<file path="src/rtl/sseg_dev.sv">
// Serial driver for an eight-digit seven-segment display behind a 74HC164 shift chain.
// Define SSEG_FLASH_EN to blank the digits selected by LES while flash is high.
module sseg_dev (
    input  logic        clk,
    input  logic        rstn,
    input  logic        Start,
    input  logic        flash,
    input  logic [31:0] Hexs,
    input  logic [7:0]  point,
    input  logic [7:0]  LES,
    output logic        seg_clk,
    output logic        seg_clrn,
    output logic        seg_sout,
    output logic        SEG_PEN
);

    logic [2:0]  sync;
    logic        start_evt;
    logic        busy;
    logic [6:0]  cnt;
    logic [63:0] frame;
    logic [63:0] snap;

    // Active-low segment pattern {g,f,e,d,c,b,a} for one hex digit.
    function automatic logic [6:0] seg7(input logic [3:0] hex);
        logic [7:0] pat;
        case (hex)
            4'h0: pat = 8'hC0;
            4'h1: pat = 8'hF9;
            4'h2: pat = 8'hA4;
            4'h3: pat = 8'hB0;
            4'h4: pat = 8'h99;
            4'h5: pat = 8'h92;
            4'h6: pat = 8'h82;
            4'h7: pat = 8'hF8;
            4'h8: pat = 8'h80;
            4'h9: pat = 8'h90;
            4'hA: pat = 8'h88;
            4'hB: pat = 8'h83;
            4'hC: pat = 8'hC6;
            4'hD: pat = 8'hA1;
            4'hE: pat = 8'h86;
            default: pat = 8'h8E;
        endcase
        return pat[6:0];
    endfunction

`ifdef SSEG_FLASH_EN
    always_comb begin
        snap = '0;
        for (int i = 0; i < 8; i++) begin
            if (LES[i] && flash)
                snap[8*i +: 8] = 8'hFF;
            else
                snap[8*i +: 8] = {~point[i], seg7(Hexs[4*i +: 4])};
        end
    end
`else
    logic unused_blink;
    assign unused_blink = ^{LES, flash};

    always_comb begin
        snap = '0;
        for (int i = 0; i < 8; i++)
            snap[8*i +: 8] = {~point[i], seg7(Hexs[4*i +: 4])};
    end
`endif

    // sync[1] is the synchronized Start, sync[2] its previous value.
    assign start_evt = sync[1] & ~sync[2];

    // cnt[0]=0 is cycle A of a bit (data presented), cnt[0]=1 is cycle B (clock high).
    // frame holds the bits still to send, MSB next; seg_sout already carries the current bit.
    always_ff @(posedge clk or negedge rstn) begin
        if (!rstn) begin
            sync     <= '0;
            busy     <= 1'b0;
            cnt      <= '0;
            frame    <= '0;
            seg_clk  <= 1'b0;
            seg_sout <= 1'b0;
            seg_clrn <= 1'b0;
            SEG_PEN  <= 1'b0;
        end else begin
            sync     <= {sync[1:0], Start};
            seg_clrn <= 1'b1;
            if (!busy) begin
                seg_clk <= 1'b0;
                if (start_evt) begin
                    busy     <= 1'b1;
                    SEG_PEN  <= 1'b0;
                    cnt      <= '0;
                    seg_sout <= snap[63];
                    frame    <= {snap[62:0], 1'b0};
                end
            end else if (!cnt[0]) begin
                seg_clk <= 1'b1;
                cnt     <= cnt + 7'd1;
            end else if (cnt == 7'd127) begin
                seg_clk <= 1'b0;
                SEG_PEN <= 1'b1;
                busy    <= 1'b0;
                cnt     <= '0;
            end else begin
                seg_clk  <= 1'b0;
                seg_sout <= frame[63];
                frame    <= {frame[62:0], 1'b0};
                cnt      <= cnt + 7'd1;
            end
        end
    end

endmodule

</file>
<file path="config.mk">
export PLATFORM = sky130hd
export DESIGN_NAME = sseg_dev
export DESIGN_NICKNAME = d
export VERILOG_FILES = /design/src/rtl/sseg_dev.sv
export SDC_FILE = /design/constraint.sdc
export NUM_CORES = 1
export LEC_CHECK = 0
export CORE_MARGIN = 2
export CORE_UTILIZATION = 54
export CTS_CLUSTER_DIAMETER = 60
export DETAILED_ROUTE_END_ITERATION = 8
export GPL_ROUTABILITY_DRIVEN = 0
export PLACE_DENSITY = 0.76
export REMOVE_ABC_BUFFERS = 1
export SLEW_MARGIN = 15
export SYNTH_ARGS = -nofsm -noshare
export SYNTH_HDL_FRONTEND = slang
export SYNTH_SLANG_ARGS = --single-unit
</file>
<file path="constraint.sdc">
create_clock -name clk -period 2.7 [get_ports clk]
set_input_delay 0.27 -clock clk [delete_from_list [all_inputs] [get_ports clk]]
set_output_delay 0.27 -clock clk [all_outputs]
set_load 0.1 [all_outputs]
</file>
==> metrics.yaml <==
cp_cell_sequence: "ha_1 > a41oi_2 > a21oi_4 > buf_12 > mux2_2"
pwr_density_cell_mw_per_mm2: 730
area_delta_synth_final_pct: 13.7
grt_pass1_vias: 4368
ios: 56
path_clk_slew_ns: 0.08
max_cap_viol_count: 0
drt_iter0_markers: 228
hold_viol: 0
start_util_pct: 54.9
max_freq_mhz: 488
clk_latency_ns: 0.35
crit_family: "flip-flops"
vias_per_cell: 5.83
endpoint_kind: "register"
vdd.ir_drop.worst_mv: 0.445
synth-edff-count: 0
layout.cells.most_common: "dfrtp_1"
crit_slowest_cell: "dfrtp_1"
finalMaxSlewViolations: 0
grt_usage_pct: 20.9
antenna_found_initial: 0
rr_worst_depth: 5
worstHoldPathCells: 1
cts_buffers: 9
yosysUniqueCellTypes: 51
ys_ff_latch: 78
async_flop_share_pct: 100
layout_common_cells: "dfrtp_1, mux2_2, ha_1, inv_1, clkdlybuf4s50_1"
post-dp-hpwl_mm: 7.62
clock_skew_ns: 0.0144
port_buffers: 46
p_leak_nw: 2.84
nets: 709
syn_inst: 580
critPathRequiredTime_ns: 2.93
cts_sinks: 78
total_power_mw: 4.64
wl_mm: 11.1
tightest_slew_ns: 0.609
vias: 4369
utilization_pct: 62.4
rsz0062_at_grt: "no"
cts_buffer_depth: 2
ys_warn_count: 0
slew_headroom_pct: 59.3
die_x_microns: 106
period_share_pct: 75.9
syn_area_per_cell_sq_um: 9.64
clockRootBuffer: "clkbuf_8"
critical_path_class: "reg -> reg"
start_kind: "register"
antenna_cells: 0
routedWlPerCell_microns: 14.8
post-place-cells: 733
dp_slack_ns: 0.358
path_max_fanout: 63
grt_overflow_total: 0
outcome: "finished, final reports clean"
htree_levels: 3
die_h_microns: 106
drive_above_1_share_pct: 14.0
cts_tree: "done"
firstDrtPassIters: 5
synthFlopType: "dfrtp_1"
grt_max_degree: 64
path_buf_inv: 1
fp.dieArea_sq_mm: 0.0112
row_count: 37
setup_viol: 0
seq_area_frac_synth_pct: 34.9
core_sq_mm: 0.0102
setup_ws_ns: 0.649
min_path_type: "in -> reg"
grt_pass1_wl_mm: 19.3
drc: 0
post-route-min-period_ns: 2.05
stdcell_count: 750
syn-cell-area_sq_mm: 0.00559
path_depth: 5
ant_nets: 0
cp_slowest_stage_delay_ns: 0.50
worstPathArrival_ns: 2.28
-- cells in the mapped netlist, types with 18 or more instances --
cell | n | area share (%)
mux2_2 | 51 | 10
o21ai_0 | 24 | 2.1
clkbuf_1 | 18 | 1.2
nand2_1 | 30 | 2.0
nor2b_1 | 25 | 2.8
mux2i_1 | 30 | 5.4
nor2_1 | 33 | 2.2
ha_1 | 48 | 11
inv_1 | 43 | 2.9
nand2b_1 | 18 | 2.0
dfrtp_1 | 78 | 35
a21oi_1 | 21 | 1.9
-- layer usage --
metal,vias up,track usage (%),part of all wire [%]
li1,2135,-,-
met1,2109,25.3,45
met2,104,37.6,49
met3,21,4.02,3.7
met4,0,6.48,1.8
met5,-,0,0
-- state kept, by name (all words and copies together), names as in the netlist --
signal / flops
frame: 63
cnt: 7
sync: 3
SEG_PEN: 1
busy: 1
seg_clk: 1
seg_clrn: 1
seg_sout: 1
-- power breakdown --
part           leakage, nW  internal (mW)  switching (mW)
Sequential           0.968           1.63           0.250
Clock                0.104          0.525           0.430
Combinational         1.77          0.914           0.884
-- worst paths after layout --
path / startpoint / end / slack [ns]
max in group asynchronous: rstn / frame[43] / 1.68
worst max-delay path: cnt[0] / frame[6] / 0.65
worst min register to register: sync[0] / sync[1] / 0.35
worst max register to register: cnt[0] / frame[6] / 0.65
worst min-delay path: Start / sync[0] / 0.35
min in group asynchronous: rstn / seg_clk / 0.41
-- repair_timing --
action	4_1_cts	5_1_grt
hold endpoints to repair	36	0
hold buffers	1	0
buffers inserted	0	0
resized for setup	0	0
-- layout make-up --
cell class,instances,area [sq um]
fill,850,3830
tap,136,170
clock inverter,5,85.1
multi-input combinational,420,3280
clock buffer,11,131
sequential,78,1950
inverter,43,161
timing repair buffer,57,571
-- metrics by stage --
step	setup TNS [ns]	area [sq um]	hold slack, ns
floorplan	-121.93	5400	-0.0256
global placement	0	6130	0.263
detailed placement	0	6130	0.277
CTS	0	6350	0.334
global route	0	6350	0.342
finish	0	6350	0.345
-- cells by family (layout without fill, tap and decap cells) --
family	Yosys count	in the layout	share of synthesized area, %
xor+xnor	5	5	0.783
simple gates	141	141	12.6
fa+ha+maj	48	48	10.7
other cells	1	1	0.0671
flops	78	78	34.9
buf+inv	82	116	6.38
mux	89	89	17.3
compound gates	136	136	17.3
(Power assumes the default switching activity.)
